## src/rtl/mem_access_ctrl.sv

```systemverilog
// Load/store access sequencer between the pipeline and a byte-addressed
// data memory; halfwords are split into two byte accesses.
module mem_access_ctrl #(
  parameter int MEM_BYTES = 4096,
  parameter int OP_W      = 3
) (
  input  logic            clk,
  input  logic            rst_n,
  input  logic            req_valid,
  output logic            req_ready,
  input  logic [OP_W-1:0] req_op,
  input  logic [31:0]     req_addr,
  input  logic [31:0]     req_wdata,
  output logic            rsp_valid,
  output logic [31:0]     rsp_rdata,
  output logic            rsp_err,
  output logic            dm_wren,
  output logic            dm_sb,
  output logic            dm_lb,
  output logic            dm_lbu,
  output logic [31:0]     dm_addr,
  output logic [31:0]     dm_wdata,
  input  logic [31:0]     dm_rdata
);

  typedef enum logic [1:0] {
    IDLE,
    ACC0,
    ACC1,
    RESP
  } state_t;

  localparam logic [OP_W-1:0] OP_LW  = OP_W'(0);
  localparam logic [OP_W-1:0] OP_LB  = OP_W'(1);
  localparam logic [OP_W-1:0] OP_LBU = OP_W'(2);
  localparam logic [OP_W-1:0] OP_LH  = OP_W'(3);
  localparam logic [OP_W-1:0] OP_LHU = OP_W'(4);
  localparam logic [OP_W-1:0] OP_SW  = OP_W'(5);
  localparam logic [OP_W-1:0] OP_SB  = OP_W'(6);
  localparam logic [OP_W-1:0] OP_SH  = OP_W'(7);

  state_t          r_state;
  state_t          w_next;
  logic [OP_W-1:0] r_op;
  logic [31:0]     r_addr;
  logic [31:0]     r_wdata;
  logic            r_err;
  logic [31:0]     r_lo;
  logic [7:0]      r_hi;

  logic [32:0] w_size;
  logic [32:0] w_end;
  logic        w_oob;

  logic w_lw, w_lb, w_lbu, w_lh, w_lhu;
  logic w_sw, w_sb, w_sh;
  logic w_load, w_store, w_half;
  logic [31:0] w_rdata;

  // 33-bit end address so accesses near 2^32 cannot wrap into range
  always_comb begin
    w_size = 33'd4;
    if (req_op == OP_LB || req_op == OP_LBU || req_op == OP_SB)
      w_size = 33'd1;
    else if (req_op == OP_LH || req_op == OP_LHU || req_op == OP_SH)
      w_size = 33'd2;
  end

  assign w_end = {1'b0, req_addr} + w_size;
  assign w_oob = w_end > 33'(MEM_BYTES);

  assign w_lw  = (r_op == OP_LW);
  assign w_lb  = (r_op == OP_LB);
  assign w_lbu = (r_op == OP_LBU);
  assign w_lh  = (r_op == OP_LH);
  assign w_lhu = (r_op == OP_LHU);
  assign w_sw  = (r_op == OP_SW);
  assign w_sb  = (r_op == OP_SB);
  assign w_sh  = (r_op == OP_SH);

  assign w_load  = w_lw | w_lb | w_lbu | w_lh | w_lhu;
  assign w_store = w_sw | w_sb | w_sh;
  assign w_half  = w_lh | w_lhu | w_sh;

  always_ff @(posedge clk or negedge rst_n) begin
    if (!rst_n) begin
      r_state <= IDLE;
      r_op    <= '0;
      r_addr  <= '0;
      r_wdata <= '0;
      r_err   <= 1'b0;
      r_lo    <= '0;
      r_hi    <= '0;
    end else begin
      r_state <= w_next;
      if (r_state == IDLE && req_valid) begin
        r_op    <= req_op;
        r_addr  <= req_addr;
        r_wdata <= req_wdata;
        r_err   <= w_oob;
      end
      if (r_state == ACC0 && w_load)
        r_lo <= dm_rdata;
      if (r_state == ACC1 && w_load)
        r_hi <= dm_rdata[7:0];
    end
  end

  always_comb begin
    w_next = r_state;
    unique case (r_state)
      IDLE: if (req_valid) w_next = w_oob ? RESP : ACC0;
      ACC0: w_next = w_half ? ACC1 : RESP;
      ACC1: w_next = RESP;
      RESP: w_next = IDLE;
      default: w_next = IDLE;
    endcase
  end

  always_comb begin
    w_rdata = '0;
    unique case (1'b1)
      w_lw, w_lb, w_lbu: w_rdata = r_lo;
      w_lh: w_rdata = {{16{r_hi[7]}}, r_hi, r_lo[7:0]};
      w_lhu: w_rdata = {16'b0, r_hi, r_lo[7:0]};
      default: w_rdata = '0;
    endcase
  end

  always_comb begin
    req_ready = (r_state == IDLE);
    rsp_valid = 1'b0;
    rsp_rdata = '0;
    rsp_err   = 1'b0;
    dm_wren   = 1'b0;
    dm_sb     = 1'b0;
    dm_lb     = 1'b0;
    dm_lbu    = 1'b0;
    dm_addr   = '0;
    dm_wdata  = '0;
    unique case (r_state)
      ACC0: begin
        dm_addr = r_addr;
        dm_wren = w_store;
        dm_lb   = w_lb;
        dm_lbu  = w_lbu | w_lh | w_lhu;
        dm_sb   = w_sb | w_sh;
        if (w_sw)
          dm_wdata = r_wdata;
        else if (w_sb | w_sh)
          dm_wdata = {24'b0, r_wdata[7:0]};
      end
      ACC1: begin
        dm_addr = r_addr + 32'd1;
        if (w_sh) begin
          dm_sb    = 1'b1;
          dm_wren  = 1'b1;
          dm_wdata = {24'b0, r_wdata[15:8]};
        end else begin
          dm_lbu = 1'b1;
        end
      end
      RESP: begin
        rsp_valid = 1'b1;
        rsp_err   = r_err;
        rsp_rdata = r_err ? 32'b0 : w_rdata;
      end
      default: ;
    endcase
  end

endmodule

```

## config.mk

```make
export PLATFORM = sky130hd
export DESIGN_NAME = mem_access_ctrl
export DESIGN_NICKNAME = d
export VERILOG_FILES = /design/src/rtl/mem_access_ctrl.sv
export SDC_FILE = /design/constraint.sdc
export NUM_CORES = 1
export LEC_CHECK = 0
export CAP_MARGIN = 10
export CORE_AREA = 4 4 130 132
export CTS_BUF_LIST = sky130_fd_sc_hd__clkbuf_8
export CTS_CLUSTER_DIAMETER = 50
export DETAILED_ROUTE_END_ITERATION = 8
export DIE_AREA = 0 0 134 136
export PLACE_DENSITY = 0.86
export SLEW_MARGIN = 20
export SYNTH_ARGS = -nofsm -noshare
export SYNTH_HDL_FRONTEND = slang
export SYNTH_SLANG_ARGS = --single-unit
export TNS_END_PERCENT = 1
```

## constraint.sdc

```tcl
create_clock -name clk -period 5 [get_ports clk]
set_input_delay 0.75 -clock clk [delete_from_list [all_inputs] [get_ports clk]]
set_output_delay 0.75 -clock clk [all_outputs]
set_load 0.005 [all_outputs]
```

==> results of run 1 <==
[metal layers]
layer	track usage	wire length, um	vias up
li1	-	-	2989
met1	0.304	8950	3069
met2	0.392	10400	305
met3	0.0377	1590	32
met4	0.0657	411	0
met5	0	0	-
[power groups by stage]
stage	sequential, uW	clock [uW]	combinational [uW]
floorplan	1600	0	1460
finish	1750	519	2220
detailed placement	1750	0	2220
CTS	1730	538	2230
global route	1810	573	2420
global placement	1720	0	2150
[cell families after synthesis]
kind of cell,count (synthesis)
flops,110
mux,107
compound gates,166
xor+xnor,8
fa+ha+maj,9
buf+inv,53
simple gates,263
[worst register-to-register path: stages, from the launching register on]
cell and delay (ns):
dfrtp_1 0.44, inv_1 0.10, ha_1 0.30, nand2_2 0.59, nor4_1 0.45, o211ai_1 0.16, a2111oi_2 0.35, nor2_1 0.10
[state kept, by name (all words and copies together), names as in the netlist]
register and count:
r_err 1, r_addr 32, r_op 3, r_wdata 32, r_lo 32, r_hi 8, r_state 2
[metrics by stage]
| stage | total power (uW) | setup WS [ns] | utilization | area, um2 | cells |
|---|---|---|---|---|---|
| floorplan | 3060 | 1.85 | - | 6850 | 716 |
| global placement | 3870 | 1.09 | 0.573 | 9000 | 1098 |
| detailed placement | 3970 | 0.965 | 0.573 | 9000 | 1098 |
| CTS | 4500 | 0.825 | 0.584 | 9180 | 1114 |
| global route | 4810 | 0.574 | 0.586 | 9200 | 1115 |
| finish | 4490 | 0.788 | 0.586 | 9200 | 1115 |
[final cells by class]
type	count	area (um2)
clock buffers	9	124
well taps	216	270
repair buffers	211	2100
flip-flops and latches	110	2750
fillers	1343	6510
inverters	9	33.8
multi-input cells	553	3860
clock inverters	7	55.1
[cell usage in the layout, fill, tap and decap left out, types with 2 or more instances in the layout]
cell type	instances
ha_1	8
a211oi_1	3
buf_4	7
nand3b_1	4
xor2_1	3
clkbuf_8	9
clkinv_4	2
clkdlybuf4s50_1	203
nand2_1	73
nand3_1	24
nand4_1	21
o31ai_1	6
or4_1	2
and3_1	8
mux2i_1	2
o22ai_1	2
and4_1	10
dfrtp_1	110
a31oi_1	10
mux2_2	105
nand2b_1	2
a211o_1	2
inv_6	2
a21o_1	3
and2_1	40
o2111ai_1	4
xnor2_1	5
and4_2	2
nor2b_1	19
a22o_1	10
nor3_2	2
nand4_2	2
inv_1	10
o21ai_0	61
o22a_1	8
nor4_1	9
nor2_1	28
a21oi_1	43
nor3_1	7
[worst max-delay path by stage]
stage	slack [ns]	cells past startpoint	startpoint	end
3_5_place_dp	0.96	12	req_op[0]	r_state[1]$_DFFE_PN0P_
6_report	0.79	8	r_addr[0]$_DFFE_PN0P_	dm_addr[19]
2_1_floorplan	1.85	12	req_op[2]	r_err$_DFFE_PN0P_
3_3_place_gp	1.09	11	req_op[1]	r_err$_DFFE_PN0P_
4_1_cts	0.83	8	r_addr[0]$_DFFE_PN0P_	dm_addr[19]
5_1_grt	0.57	8	r_addr[0]$_DFFE_PN0P_	dm_addr[19]
==> out/results.txt, run 1 <==
synth-to-layout area growth -> 34.4%
Die Area -> 18200 um2
fin crit share -> 0.842
main combinational cell family by area after synthesis -> simple AND/OR/NAND/NOR gates
Longest Clk Path Bufs -> 2
Synth area leader -> dfrtp_1
sequential-to-total area share from yosys stat -> 0.402
Mapped Cells -> 716
DRT antenna net count -> 0
Post-CTS Setup Bufs -> 0
hold slack -> 0.335 ns
critical path fanouts, max -> 6
cell at the root of the clock tree -> clkbuf_8
prevailing post-synth register cell -> dfrtp_1
Hold Fails Final Rpt -> 0
clock sinks -> 110
number of global-route vias before repair -> 6229
Net Sw Frac -> 0.391
Max-slew headroom -> 0.297
fraction of layout cells with a size suffix above 1 -> 0.158
mux cell area share after synthesis -> 0.176
crit end category -> primary output
PostCTS Resize Cnt -> 0
Startpoint Class -> flip-flop
Worst path max stage delay -> 0.57 ns
RSZ-0062 raised after global routing -> no
# nets final -> 1005
reg-to-reg endpoint -> r_err$_DFFE_PN0P_
DRC viols -> 0
reg2reg path depth -> 7
status -> complete, no violations
Buf/Inv on CP -> 1
r2r setup slk -> 2.36 ns
final setup vio count -> 0
crit-path cells -> nand3_1, nor3_2, nand3_1, nor3_1, and3_1, o21ai_0, a22o_1, clkdlybuf4s50_1
Synth cell types -> 63
Rows -> 46
initial core utilization -> 0.436
chip width -> 134 um
num ports -> 205
clock share of power -> 0.116
Worst EP required -> 4.25 ns
gr ovfl total -> 0
Avg Inst Size Synth -> 9.57 um2
Pins Over Slew Limit -> 0
slowest stage cell, crit path -> nor3_2
CP top delay family -> simple AND/OR/NAND/NOR gates
flops & latches, synth -> 110
Final HPWL DP -> 15700 um
most frequent cell after synthesis -> dfrtp_1
worst skew pair latency -> 0.39 ns
Synth top area share -> 0.402
GPL Wtd Cong -> 0.901
async set-or-reset flop fraction in the synthesized netlist -> 1.00
Synth Cell Area -> 6850 um2
Psw -> 1760 uW
Comb pwr share -> 0.495
GRT Resource Usage Total -> 0.230
static leakage -> 0.00356 uW
CTS buffer count -> 9
worst slew pin tran -> 1.05 ns
Synth Area in XOR/XNOR -> 0.0102
number of flops mapped to enable cells by yosys -> 0
wire per inst -> 19.1 um
Synth Area in Simple Gates -> 0.211
Worst-path clk slew -> 0.11 ns
CTS tree -> done
die extent in y -> 136 um
via count -> 6395
setup TNS -> 0 ns
fin crit period -> 4.21 ns
Arr. time, crit path -> 3.46 ns
CTS Hold Bufs -> 0
initial drt markers -> 473
worst vdd ir -> 0.264 mV
compound-cell area share of the yosys netlist -> 0.149
H-Tree Depth -> 3
Hold Path Class -> in -> async
Synth Area in Adders -> 0.0175
DR pass1 iterations -> 5
Internal -> 2730 uW
Crit Path Class -> reg -> out
Antenna Cells -> 0
vias per std cell -> 5.74
ranking of synthesized cells by area -> dfrtp_1 40%, mux2_2 17%, o21ai_0 4.5%, nand2_1 4.1%, and2_1 3.7%
FF-to-FF Start -> r_state[0]$_DFFE_PN0P_
CP most frequent cell -> nand3_1
Sequential Power Share -> 0.390
Port Buffers -> 204
pwr dens -> 488 nW/um2
first-pass GRT wire length -> 33500 um
Syn Nets -> 827
Core Box Area -> 15700 um2
top cells by count, synth -> 110 x dfrtp_1, 105 x mux2_2, 74 x nand2_1
initial antenna violation count -> 0
Worst Skew -> 0.0198 ns
MaxCap Viol Count -> 0
fmax -> 0.237 GHz
pin count of the biggest net entering global routing -> 75
Yosys Warn Count -> 0
total wire length -> 21300 um
No activity file was read; power rests on OpenSTA's default activity.
==> run 2: changes to the inputs <==
PLACE_DENSITY = 0.89   (was 0.86)
clock period = 3.6 ns   (was 5 ns; I/O delays follow)
==> run 2 against run 1 <==
The run now ends with negative setup slack left. Power is 43% higher. Combinational power rose by 48%. Routed wire length is 2.4% higher. Critical path depth is 1 higher. Sequential power rose by 35%. Clock skew shrank 0.011 ns. Register-to-register slack got worse by 0.98 ns. Non-clock buffer count is 36 higher. Global-route usage increased by 0.75 points. Flip-flop and latch count did not move. Via count up 2.5%. Setup slack worse by 0.81 ns. Largest cell class unchanged. Largest power group unchanged. Highest routed layer unchanged.
==> out/results.txt, run 2 (synthesis results as in run 1) <==
initial antenna violation count -> 0 (unchanged)
initial drt markers -> 587 (+24%)
Worst EP required -> 3.06 ns (-1.19 ns)
number of global-route vias before repair -> 6336 (+1.7%)
synth-to-layout area growth -> 39.5%
post-route cell area -> 9560 um2 (+3.8%)
GRT Resource Usage Total -> 0.238 (+0.00754)
worst skew pair latency -> 0.40 ns (about the same)
Port Buffers -> 204 (unchanged)
most frequent cells in the layout -> 203 x clkdlybuf4s50_1, 107 x dfrtp_1, 105 x mux2_2
gr ovfl total -> 0 (unchanged)
CTS Hold Bufs -> 0 (unchanged)
Hold Fails Final Rpt -> 0 (unchanged)
most common cell after layout, fill and taps aside -> clkdlybuf4s50_1
worst slew pin tran -> 0.905 ns (-0.149 ns)
fraction of layout cells with a size suffix above 1 -> 0.199 (+0.0412)
Hold Path Class -> in -> async
die extent in y -> 136 um (unchanged)
failing checks -> negative setup slack
fmax -> 0.276 GHz
clock sinks -> 110 (unchanged)
clock share of power -> 0.120 (+0.004)
# nets final -> 1041 (+3.6%)
cell at the root of the clock tree -> clkbuf_8
Top Registers -> r_addr: 32 flops, r_lo: 32 flops, r_wdata: 32 flops
Antenna Cells -> 0 (unchanged)
Crit Path Class -> reg -> out
first-pass GRT wire length -> 34400 um (+2.7%)
GPL Wtd Cong -> 0.941 (+4.5%)
Arr. time, crit path -> 3.08 ns (-0.38 ns)
Max-slew headroom -> 0.397 (+0.0992)
Longest Clk Path Bufs -> 2 (unchanged)
critical path fanouts, max -> 6 (unchanged)
Rows -> 46 (unchanged)
status -> finished with violations
crit end category -> primary output
wire per inst -> 19.0 um (-0.76%)
fin crit period -> 3.62 ns
CTS tree -> done
Die Area -> 18200 um2 (unchanged)
hold slack -> 0.137 ns (-0.198 ns)
Worst Skew -> 0.00920 ns (-0.0106 ns)
Comb pwr share -> 0.511 (+0.016)
CTS buffer count -> 9 (unchanged)
Setup WS post-layout -> -0.0240 ns (-0.812 ns)
DRT antenna net count -> 0 (unchanged)
Final HPWL DP -> 16400 um (+4.4%)
vias per std cell -> 5.70 (-0.60%)
Net Sw Frac -> 0.385 (-0.00614)
worst vdd ir -> 0.366 mV (+39%)
utilization after layout -> 0.608 (+0.0225)
MaxCap Viol Count -> 0 (unchanged)
Internal -> 3950 uW (+45%)
Psw -> 2480 uW (+41%)
num ports -> 205 (unchanged)
Startpoint Class -> flip-flop
fin crit share -> 1.01
RSZ-0062 raised after global routing -> yes
placed cell area -> 9290 um2 (+3.2%)
final setup vio count -> 1 (+1)
H-Tree Depth -> 3 (unchanged)
via count -> 6556 (+2.5%)
Core Box Area -> 15700 um2 (unchanged)
Pins Over Slew Limit -> 0 (unchanged)
DRC viols -> 0 (unchanged)
pwr dens -> 673 nW/um2 (+38%)
Worst-path clk slew -> 0.11 ns (about the same)
static leakage -> 0.00378 uW (+6.3%)
fillcell total -> 1297 (-3.4%)
DR pass1 iterations -> 4 (-1)
initial core utilization -> 0.436 (unchanged)
chip width -> 134 um (unchanged)
total wire length -> 21800 um (+2.4%)
pin count of the biggest net entering global routing -> 73 (-2.7%)
Sequential Power Share -> 0.369 (-0.021)
pre-CTS WS -> -0.115 ns (-1.08 ns)
-- run 2: changes by cell type in the layout (fill, tap and decap cells not counted), sizes merged --
cell and delta:
buf +36, bufinv +1, clkinv -1, inv -1
-- run 2: final timing paths --
kind	from	to	slack (ns)	cells past startpoint
max	r_addr[17]$_DFFE_PN0P_	dm_addr[27]	-0.02	9
min reg2reg	r_wdata[27]$_DFFE_PN0P_	r_wdata[27]$_DFFE_PN0P_	0.50	1
max in group asynchronous	rst_n	r_addr[9]$_DFFE_PN0P_	2.64	2
min	rst_n	r_lo[21]$_DFFE_PN0P_	0.14	1
max reg2reg	r_op[2]$_DFFE_PN0P_	r_lo[24]$_DFFE_PN0P_	1.38	5
min in group clk	r_wdata[27]$_DFFE_PN0P_	r_wdata[27]$_DFFE_PN0P_	0.50	1
-- run 2: through the flow --
| stage | std cells | setup TNS, ns | total power (uW) |
|---|---|---|---|
| floorplan | 716 | 0 | 4250 |
| global placement | 1133 | -0.203 | 5470 |
| detailed placement | 1133 | -0.228 | 5620 |
| CTS | 1148 | 0 | 6400 |
| global route | 1150 | -0.775 | 6880 |
| finish | 1150 | -0.0240 | 6430 |
-- run 2: metal layers --
layer | vias up | share of wire | global-route usage
li1 | 3057 | - | -
met1 | 3228 | 0.44 | 0.316
met2 | 224 | 0.48 | 0.394
met3 | 47 | 0.051 | 0.0374
met4 | 0 | 0.026 | 0.0863
met5 | - | 0 | 0
-- run 2: final cells by class --
cell class	instances	area (um2)	share of cell area
well taps	216	270	0.0283
multi-input cells	553	3920	0.410
inverters	9	33.8	0.00353
flip-flops and latches	110	2760	0.288
repair buffers	247	2390	0.250
clock inverters	6	63.8	0.00668
clock buffers	9	124	0.0130
-- run 2: power groups by stage --
| stage | clock network [uW] | logic, uW | registers [uW] |
|---|---|---|---|
| 2_1_floorplan | 0 | 2030 | 2220 |
| 3_3_place_gp | 0 | 3140 | 2330 |
| 3_5_place_dp | 0 | 3240 | 2380 |
| 4_1_cts | 781 | 3270 | 2350 |
| 5_1_grt | 832 | 3590 | 2460 |
| 6_report | 769 | 3290 | 2370 |
-- run 2: repair_timing --
item                                    in CTS  in global routing
hold endpoints to repair                     0                  0
gates cloned                                 0                  0
setup buffers                                0                  2
endpoints found under the setup margin       2                 18
pin swaps                                    1                  3
gates resized for setup                      7                  9
-- run 2: critical path, cell delays in order, from the launching register on --
cell,delay (ns)
dfrtp_1,0.45
and3_1,0.26
and4_1,0.29
nand4_1,0.22
buf_4,0.22
nor2_1,0.21
a31oi_1,0.12
o21ai_0,0.24
o21ai_0,0.20
clkdlybuf4s50_1,0.49
